==> config.mk <==
export PLATFORM = sky130hd
export DESIGN_NAME = lsu_ctrl
export DESIGN_NICKNAME = d
export VERILOG_FILES = /design/src/rtl/lsu_pkg.sv /design/src/rtl/lsu_align.sv /design/src/rtl/lsu_ctrl.sv
export SDC_FILE = /design/constraint.sdc
export NUM_CORES = 1
export LEC_CHECK = 0
export CORE_MARGIN = 4
export CORE_UTILIZATION = 40
export CTS_CLUSTER_DIAMETER = 40
export DETAILED_ROUTE_END_ITERATION = 10
export GPL_TIMING_DRIVEN = 0
export PLACE_DENSITY = 0.77
export SYNTH_ARGS = -nofsm -noshare
export SYNTH_HDL_FRONTEND = slang
export SYNTH_SLANG_ARGS = --single-unit
export TNS_END_PERCENT = 30
==> constraint.sdc <==
create_clock -name clk -period 1.64 [get_ports clk]
set_input_delay 0.328 -clock clk [delete_from_list [all_inputs] [get_ports clk]]
set_output_delay 0.328 -clock clk [all_outputs]
set_load 0.05 [all_outputs]
==> src/rtl/lsu_pkg.sv <==
// Shared constants and types for the load/store sequencer: opcodes, funct3
// encodings, FSM states and fault causes.
package lsu_pkg;

  localparam logic [6:0] OPC_LOAD  = 7'b0000011;
  localparam logic [6:0] OPC_STORE = 7'b0100011;

  localparam logic [2:0] F3_B  = 3'b000;
  localparam logic [2:0] F3_H  = 3'b001;
  localparam logic [2:0] F3_W  = 3'b010;
  localparam logic [2:0] F3_BU = 3'b100;
  localparam logic [2:0] F3_HU = 3'b101;

  typedef enum logic [1:0] {
    ST_IDLE  = 2'b00,
    ST_REQ   = 2'b01,
    ST_DONE  = 2'b10,
    ST_FAULT = 2'b11
  } state_t;

  typedef enum logic [1:0] {
    CAUSE_NONE     = 2'b00,
    CAUSE_MISALIGN = 2'b01,
    CAUSE_TIMEOUT  = 2'b10,
    CAUSE_ILLEGAL  = 2'b11
  } cause_t;

  function automatic logic is_mem_opcode(input logic [6:0] op);
    return (op == OPC_LOAD) || (op == OPC_STORE);
  endfunction

endpackage

==> src/rtl/lsu_align.sv <==
// Combinational lane logic: byte enables, store-lane replication, access
// legality checks and load extraction/extension.
module lsu_align
  import lsu_pkg::*;
(
  input  logic        is_store,
  input  logic [2:0]  funct3,
  input  logic [1:0]  addr_lo,
  input  logic [31:0] wdata,
  output logic [3:0]  be,
  output logic [31:0] wdata_lanes,
  output logic        illegal,
  output logic        misaligned,
  input  logic [2:0]  ld_funct3,
  input  logic [1:0]  ld_addr_lo,
  input  logic [31:0] rdata,
  output logic [31:0] load_fmt
);

  logic [7:0]  byte_sel;
  logic [15:0] half_sel;

  always_comb begin
    illegal = 1'b0;
    case (funct3)
      F3_B, F3_H, F3_W: illegal = 1'b0;
      F3_BU, F3_HU:     illegal = is_store;
      default:          illegal = 1'b1;
    endcase
  end

  // funct3[1:0] encodes the access size for every legal encoding
  always_comb begin
    misaligned  = 1'b0;
    be          = 4'b0000;
    wdata_lanes = 32'h0;
    case (funct3[1:0])
      2'b00: begin
        be          = 4'b0001 << addr_lo;
        wdata_lanes = {4{wdata[7:0]}};
      end
      2'b01: begin
        misaligned  = addr_lo[0];
        be          = addr_lo[1] ? 4'b1100 : 4'b0011;
        wdata_lanes = {2{wdata[15:0]}};
      end
      2'b10: begin
        misaligned  = |addr_lo;
        be          = 4'b1111;
        wdata_lanes = wdata;
      end
      default: begin
        misaligned  = 1'b0;
        be          = 4'b0000;
        wdata_lanes = 32'h0;
      end
    endcase
  end

  always_comb begin
    byte_sel = rdata[7:0];
    case (ld_addr_lo)
      2'b00: byte_sel = rdata[7:0];
      2'b01: byte_sel = rdata[15:8];
      2'b10: byte_sel = rdata[23:16];
      2'b11: byte_sel = rdata[31:24];
      default: byte_sel = rdata[7:0];
    endcase
    half_sel = ld_addr_lo[1] ? rdata[31:16] : rdata[15:0];
  end

  always_comb begin
    load_fmt = rdata;
    case (ld_funct3)
      F3_B:    load_fmt = {{24{byte_sel[7]}}, byte_sel};
      F3_H:    load_fmt = {{16{half_sel[15]}}, half_sel};
      F3_BU:   load_fmt = {24'h0, byte_sel};
      F3_HU:   load_fmt = {16'h0, half_sel};
      default: load_fmt = rdata;
    endcase
  end

endmodule

==> src/rtl/lsu_ctrl.sv <==
// Load/store sequencer: accepts one memory instruction, runs a req/ack bus
// transaction with timeout, and reports completion or a one-cycle fault.
module lsu_ctrl
  import lsu_pkg::*;
#(
  parameter int unsigned TIMEOUT = 16
) (
  input  logic        clk,
  input  logic        rst_n,
  input  logic        valid,
  input  logic [6:0]  opcode,
  input  logic [2:0]  funct3,
  input  logic [31:0] addr,
  input  logic [31:0] wdata,
  output logic        ready,
  output logic        mem_req,
  output logic        mem_we,
  output logic [31:0] mem_addr,
  output logic [3:0]  mem_be,
  output logic [31:0] mem_wdata,
  input  logic        mem_ack,
  input  logic [31:0] mem_rdata,
  output logic        done,
  output logic [31:0] load_data,
  output logic        fault,
  output logic [1:0]  fault_cause,
  output logic [31:0] fault_addr
);

  state_t      state_reg, state_next;
  cause_t      fault_cause_reg;
  logic        mem_we_reg;
  logic [31:0] mem_addr_reg;
  logic [3:0]  mem_be_reg;
  logic [31:0] mem_wdata_reg;
  logic [2:0]  funct3_reg;
  logic [1:0]  addr_lo_reg;
  logic [31:0] load_data_reg;
  logic [31:0] fault_addr_reg;
  logic [7:0]  wait_cnt_reg;

  logic        accept;
  logic        is_store;
  logic        timeout_hit;
  logic [3:0]  be;
  logic [31:0] wdata_lanes;
  logic        illegal;
  logic        misaligned;
  logic [31:0] load_fmt;

  assign is_store    = (opcode == OPC_STORE);
  assign accept      = valid && (state_reg == ST_IDLE) && is_mem_opcode(opcode);
  assign timeout_hit = (wait_cnt_reg == 8'(TIMEOUT - 1));

  lsu_align u_align (
    .is_store    (is_store),
    .funct3      (funct3),
    .addr_lo     (addr[1:0]),
    .wdata       (wdata),
    .be          (be),
    .wdata_lanes (wdata_lanes),
    .illegal     (illegal),
    .misaligned  (misaligned),
    .ld_funct3   (funct3_reg),
    .ld_addr_lo  (addr_lo_reg),
    .rdata       (mem_rdata),
    .load_fmt    (load_fmt)
  );

  always_ff @(posedge clk) begin
    if (!rst_n) begin
      state_reg <= ST_IDLE;
    end else begin
      state_reg <= state_next;
    end
  end

  // Ack has priority over the timeout on the same edge
  always_comb begin
    state_next = state_reg;
    case (state_reg)
      ST_IDLE: begin
        if (accept) begin
          state_next = (illegal || misaligned) ? ST_FAULT : ST_REQ;
        end
      end
      ST_REQ: begin
        if (mem_ack) begin
          state_next = ST_DONE;
        end else if (timeout_hit) begin
          state_next = ST_FAULT;
        end
      end
      ST_DONE:  state_next = ST_IDLE;
      ST_FAULT: state_next = ST_IDLE;
      default:  state_next = ST_IDLE;
    endcase
  end

  always_ff @(posedge clk) begin
    if (!rst_n) begin
      fault_cause_reg <= CAUSE_NONE;
      mem_we_reg      <= 1'b0;
      mem_addr_reg    <= 32'h0;
      mem_be_reg      <= 4'b0000;
      mem_wdata_reg   <= 32'h0;
      funct3_reg      <= 3'b000;
      addr_lo_reg     <= 2'b00;
      load_data_reg   <= 32'h0;
      fault_addr_reg  <= 32'h0;
      wait_cnt_reg    <= 8'h0;
    end else begin
      if (accept) begin
        wait_cnt_reg   <= 8'h0;
        fault_addr_reg <= addr;
        funct3_reg     <= funct3;
        addr_lo_reg    <= addr[1:0];
        if (illegal) begin
          fault_cause_reg <= CAUSE_ILLEGAL;
        end else if (misaligned) begin
          fault_cause_reg <= CAUSE_MISALIGN;
        end else begin
          mem_we_reg    <= is_store;
          mem_addr_reg  <= {addr[31:2], 2'b00};
          mem_be_reg    <= be;
          mem_wdata_reg <= wdata_lanes;
        end
      end
      if (state_reg == ST_REQ) begin
        if (mem_ack) begin
          if (!mem_we_reg) begin
            load_data_reg <= load_fmt;
          end
        end else if (timeout_hit) begin
          fault_cause_reg <= CAUSE_TIMEOUT;
        end else begin
          wait_cnt_reg <= wait_cnt_reg + 8'h1;
        end
      end
    end
  end

  assign ready       = (state_reg == ST_IDLE);
  assign mem_req     = (state_reg == ST_REQ);
  assign mem_we      = mem_we_reg;
  assign mem_addr    = mem_addr_reg;
  assign mem_be      = mem_be_reg;
  assign mem_wdata   = mem_wdata_reg;
  assign done        = (state_reg == ST_DONE);
  assign fault       = (state_reg == ST_FAULT);
  assign load_data   = load_data_reg;
  assign fault_cause = fault ? fault_cause_reg : 2'b00;
  assign fault_addr  = fault_addr_reg;

endmodule

==> impl_metrics.prom <==
# TYPE chip_impl_metric gauge
chip_impl_info{name="synth_ff_type",value="sky130_fd_sc_hd__dfxtp_1"} 1
chip_impl_info{name="failing_checks",value="setup timing"} 1
chip_impl_info{name="hold_path_end",value="funct3_reg[1]"} 1
chip_impl_metric{name="timing.final.hold_violations",unit=""} 0
chip_impl_metric{name="maxSlewViolCount",unit=""} 0
chip_impl_metric{name="cts_buffer_depth",unit=""} 2
chip_impl_info{name="cts_root_buffer",value="sky130_fd_sc_hd__clkbuf_16"} 1
chip_impl_metric{name="seq_area_frac_synth",unit=""} 0.449
chip_impl_metric{name="synthToLayoutAreaGrowth",unit="%"} 55.8
chip_impl_metric{name="detailroute.via_count",unit=""} 6753
chip_impl_info{name="cp_common_cell",value="sky130_fd_sc_hd__buf_6"} 1
chip_impl_metric{name="dr.first_iter.drc_count",unit=""} 362
chip_impl_info{name="crit_chain",value="buf_6 -> buf_6 -> buf_6 -> nor2_4 -> buf_8"} 1
chip_impl_metric{name="num_antenna_cells",unit=""} 0
chip_impl_metric{name="post-route-cell-area",unit="mm²"} 0.0101
chip_impl_metric{name="power.switching",unit="mW"} 1.93
chip_impl_metric{name="synthArstFlopShare",unit=""} 0
chip_impl_metric{name="synth-warning-count",unit=""} 0
chip_impl_info{name="run_status",value="finished with violations"} 1
chip_impl_metric{name="global_route_wire_length_before_repair",unit="mm"} 34.1
chip_impl_metric{name="die-width",unit="µm"} 136
chip_impl_metric{name="postSynthAreaPerCell",unit="µm²"} 8.28
chip_impl_metric{name="detailedPlacementHpwl",unit="mm"} 16.7
chip_impl_metric{name="post_synth_inst_count",unit=""} 786
chip_impl_metric{name="route.antenna.remaining_nets",unit=""} 0
chip_impl_metric{name="rows",unit=""} 46
chip_impl_metric{name="ff2ff_path_depth",unit=""} 5
chip_impl_metric{name="global_route.usage.total",unit=""} 0.236
chip_impl_info{name="cp-start-kind",value="register"} 1
chip_impl_metric{name="layout.nets",unit=""} 1181
chip_impl_metric{name="number_of_remaining_drc_errors",unit=""} 0
chip_impl_metric{name="critPathMaxFanout",unit=""} 6
chip_impl_info{name="tritoncts_clock_tree",value="yes"} 1
chip_impl_info{name="worst_r2r_startpoint",value="state_reg[0]"} 1
chip_impl_metric{name="total_leakage_power",unit="nW"} 4.36
chip_impl_info{name="critPathSlowestCell",value="sky130_fd_sc_hd__dfxtp_2"} 1
chip_impl_metric{name="crit_arrival",unit="ns"} 1.35
chip_impl_metric{name="grt_pass1_vias",unit=""} 6406
chip_impl_info{name="grt_setup_unrepaired",value="yes"} 1
chip_impl_metric{name="final.period_utilization",unit=""} 1.02
chip_impl_metric{name="seqCellArea",unit="mm²"} 0.00293
chip_impl_metric{name="drt_pre_antenna_iters",unit=""} 5
chip_impl_metric{name="top_level_ports",unit=""} 249
chip_impl_metric{name="clk_transition_reported_paths",unit="ns"} 0.06
chip_impl_metric{name="largest_net_degree_at_the_start_of_global_routing",unit=""} 17
chip_impl_metric{name="drive_gt1_frac",unit=""} 0.154
chip_impl_metric{name="fillers",unit=""} 1363
chip_impl_metric{name="gp_weighted_congestion",unit=""} 0.893
chip_impl_metric{name="hold-path-cell-count",unit=""} 3
chip_impl_metric{name="die_height",unit="µm"} 136
chip_impl_metric{name="io_buffer_count",unit=""} 245
chip_impl_metric{name="p_int",unit="mW"} 6.24
chip_impl_metric{name="rrSetupSlack",unit="ns"} 0.03
chip_impl_metric{name="netlist-cell-type-count",unit=""} 52
chip_impl_metric{name="finalSetupViolations",unit=""} 1
chip_impl_metric{name="critPathRequiredTime",unit="ns"} 1.31
chip_impl_metric{name="numClockSinks",unit=""} 146
chip_impl_metric{name="finalWorstPathRequiredPeriod",unit="ns"} 1.68
chip_impl_metric{name="clk-insertion-delay-late",unit="ns"} 0.41
chip_impl_metric{name="clock_power_share",unit=""} 0.472
chip_impl_metric{name="sequentialPowerShare",unit=""} 0.436
chip_impl_info{name="worst_min_delay_path_class",value="primary input to register"} 1
chip_impl_metric{name="via_per_inst",unit=""} 5.21
chip_impl_metric{name="core_area",unit="mm²"} 0.0159
chip_impl_metric{name="max_freq",unit="MHz"} 597
chip_impl_info{name="worstHoldStart",value="funct3[1]"} 1
chip_impl_metric{name="place_worst_setup_slack",unit="ns"} -0.960
chip_impl_info{name="timing.critical_path.to_type",value="output port"} 1
chip_impl_metric{name="cts_hold_repair.buffers",unit=""} 0
chip_impl_metric{name="netSwitchingFraction",unit=""} 0.236
chip_impl_metric{name="final.setup_skew",unit="ns"} 0.00565
chip_impl_metric{name="max_cap_viol_count",unit=""} 0
chip_impl_metric{name="synth_enable_flop_cells",unit=""} 0
chip_impl_metric{name="cts_buffers",unit=""} 17
chip_impl_metric{name="h_tree_depth",unit=""} 4
chip_impl_metric{name="peakVddDrop",unit="V"} 0.000690
chip_impl_metric{name="initial_utilization",unit=""} 0.408
chip_impl_metric{name="wl_per_cell",unit="µm"} 17.5
chip_impl_metric{name="power_density",unit="mW/mm²"} 805
chip_impl_metric{name="critPathBufInv",unit=""} 4
chip_impl_metric{name="globalRouteOverflowTotal",unit=""} 0
chip_impl_metric{name="syn_area",unit="mm²"} 0.00651
chip_impl_metric{name="placed_area",unit="mm²"} 0.00927
chip_impl_metric{name="final.setup.worst_slack",unit="ns"} -0.0361
chip_impl_metric{name="fp.dieArea",unit="mm²"} 0.0184
chip_impl_metric{name="wl",unit="mm"} 22.7
chip_impl_info{name="cell_family_with_the_largest_share_of_critical_path_delay",value="buffers and inverters"} 1
chip_impl_metric{name="synth_seq_cells",unit=""} 146
chip_impl_metric{name="multiInputGateArea",unit="mm²"} 0.00344
chip_impl_metric{name="comb_power_share",unit=""} 0.092
chip_impl_metric{name="delay_contributed_by_the_slowest_stage_of_the_critical_path",unit="ns"} 0.32
chip_impl_metric{name="slew-limit-headroom",unit=""} 0.629
chip_impl_info{name="crit-reg2reg-capture",value="wait_cnt_reg[5]"} 1
chip_impl_metric{name="grt_antenna_before_repair",unit=""} 0
chip_impl_metric{name="tightestPinTransition",unit="ns"} 0.557
chip_impl_info{name="critical_path_class",value="register to output port"} 1
## stage by stage
step | instances | hold slack (ns) | power (mW) | utilization | setup TNS (ns)
floorplan | 787 | 0.446 | 3.94 | - | -0.132
global placement | 1248 | 0.442 | 4.35 | 0.581 | -105.82
detailed placement | 1248 | 0.447 | 4.35 | 0.581 | -108.41
CTS | 1286 | 0.354 | 8.21 | 0.619 | -0.564
global route | 1295 | 0.236 | 8.44 | 0.636 | -0.322
finish | 1295 | 0.238 | 8.17 | 0.636 | -0.0361
## timing repair
item	in CTS	in global routing
cloned	0	2
resized for setup	235	191
setup buffers	7	8
endpoints found under the hold margin	0	0
endpoints found under the setup margin	276	233
pin swaps	11	9
## area by class of cell
class,instances,share of cell area
well taps,216,0.0266
inverters,7,0.00259
plain buffers,62,0.0393
flip-flops and latches,146,0.289
clock inverters,13,0.0133
repair buffers,262,0.245
multi-input cells,570,0.340
clock buffers,19,0.0447
## placed cells by master (no fill, tap or decap), types with 11 or more instances in the layout
cell type                         count
sky130_fd_sc_hd__dfxtp_1            142
sky130_fd_sc_hd__buf_4               19
sky130_fd_sc_hd__o2bb2ai_1           16
sky130_fd_sc_hd__clkdlybuf4s15_1     82
sky130_fd_sc_hd__clkbuf_16           19
sky130_fd_sc_hd__dlygate4sd2_1       20
sky130_fd_sc_hd__nand2_1            243
sky130_fd_sc_hd__clkdlybuf4s50_1    102
sky130_fd_sc_hd__nor2_1              11
sky130_fd_sc_hd__nand3_1             15
sky130_fd_sc_hd__clkbuf_2            40
sky130_fd_sc_hd__a21oi_1             66
sky130_fd_sc_hd__mux2i_1             67
sky130_fd_sc_hd__clkbuf_1            28
sky130_fd_sc_hd__o21ai_0             32
## kinds of logic (layout without fill, tap and decap cells)
family	after synthesis	in the layout	share of synthesized area
XOR/XNOR	1	1	0.00135
buffers and inverters	71	363	0.0484
adder cells (fa/ha/maj)	5	5	0.00961
other	1	2	0.000576
AND/OR/NAND/NOR	308	308	0.198
AO/OA/AOI/OAI	176	176	0.171
flip-flops	146	146	0.449
multiplexers	78	78	0.122
## metal layers
metal  track usage  wire, µm  vias to the layer above
met3        0.0684      2030                       37
met1         0.295      9300                     3157
met2         0.388     10800                      298
li1              -         -                     3261
met4        0.0857       501                        0
met5             0         0                        -
## cell usage after synthesis, types with 2 or more instances
master,count,area (µm²)
sky130_fd_sc_hd__o2bb2ai_1,16,140
sky130_fd_sc_hd__o21ai_0,34,170
sky130_fd_sc_hd__nand4_1,3,18.8
sky130_fd_sc_hd__nand3_1,16,80.1
sky130_fd_sc_hd__nand2_1,243,912
sky130_fd_sc_hd__buf_6,3,33.8
sky130_fd_sc_hd__and2_1,3,18.8
sky130_fd_sc_hd__nor2b_1,5,31.3
sky130_fd_sc_hd__o31a_1,3,26.3
sky130_fd_sc_hd__buf_2,12,60.1
sky130_fd_sc_hd__a22oi_1,9,67.6
sky130_fd_sc_hd__nand3b_1,7,52.6
sky130_fd_sc_hd__a22o_1,8,70.1
sky130_fd_sc_hd__nor4_1,2,12.5
sky130_fd_sc_hd__and3_1,4,25.0
sky130_fd_sc_hd__clkbuf_1,44,165
sky130_fd_sc_hd__nor3_1,3,15.0
sky130_fd_sc_hd__a31oi_1,8,50.1
sky130_fd_sc_hd__a21o_1,7,52.6
sky130_fd_sc_hd__a21oi_1,69,345
sky130_fd_sc_hd__o21a_1,2,15.0
sky130_fd_sc_hd__buf_1,2,7.51
sky130_fd_sc_hd__dfxtp_1,146,2920
sky130_fd_sc_hd__o21ba_2,2,20.0
sky130_fd_sc_hd__buf_4,3,22.5
sky130_fd_sc_hd__ha_1,5,62.6
sky130_fd_sc_hd__mux2_2,9,101
sky130_fd_sc_hd__nor2_1,12,45.0
sky130_fd_sc_hd__o211ai_1,7,52.6
sky130_fd_sc_hd__nor3b_1,2,15.0
sky130_fd_sc_hd__inv_1,6,22.5
sky130_fd_sc_hd__nand2b_1,3,18.8
sky130_fd_sc_hd__mux2i_1,69,691
## power by group through the flow
stage	sequential, mW	clock [mW]	combinational [mW]
2_1_floorplan	3.66	0	0.273
3_3_place_gp	3.64	0	0.713
3_5_place_dp	3.64	0	0.712
4_1_cts	3.56	3.93	0.724
5_1_grt	3.56	4.08	0.802
6_report	3.56	3.86	0.752
## worst max-delay path by stage
stage | cells past startpoint | start | endpoint | slack [ns]
final | 5 | state_reg[0] | done | -0.04
after floorplan | 8 | funct3[1] | mem_addr[10] | -0.004
after global routing | 5 | state_reg[0] | done | -0.07
after global placement | 9 | funct3[1] | mem_addr[6] | -0.93
after detailed placement | 9 | funct3[1] | mem_addr[10] | -0.96
after CTS | 6 | fault_addr[1] | load_data[27] | -0.06
## worst reg2reg max path, stage by stage, from the launching register on
cell and delay [ns]:
sky130_fd_sc_hd__dfxtp_2 0.34, sky130_fd_sc_hd__buf_6 0.11, sky130_fd_sc_hd__or3b_4 0.41, sky130_fd_sc_hd__a21o_4 0.21
sky130_fd_sc_hd__or3_1 0.30, sky130_fd_sc_hd__a31oi_1 0.16
No activity file was read; power rests on OpenSTA's default activity.
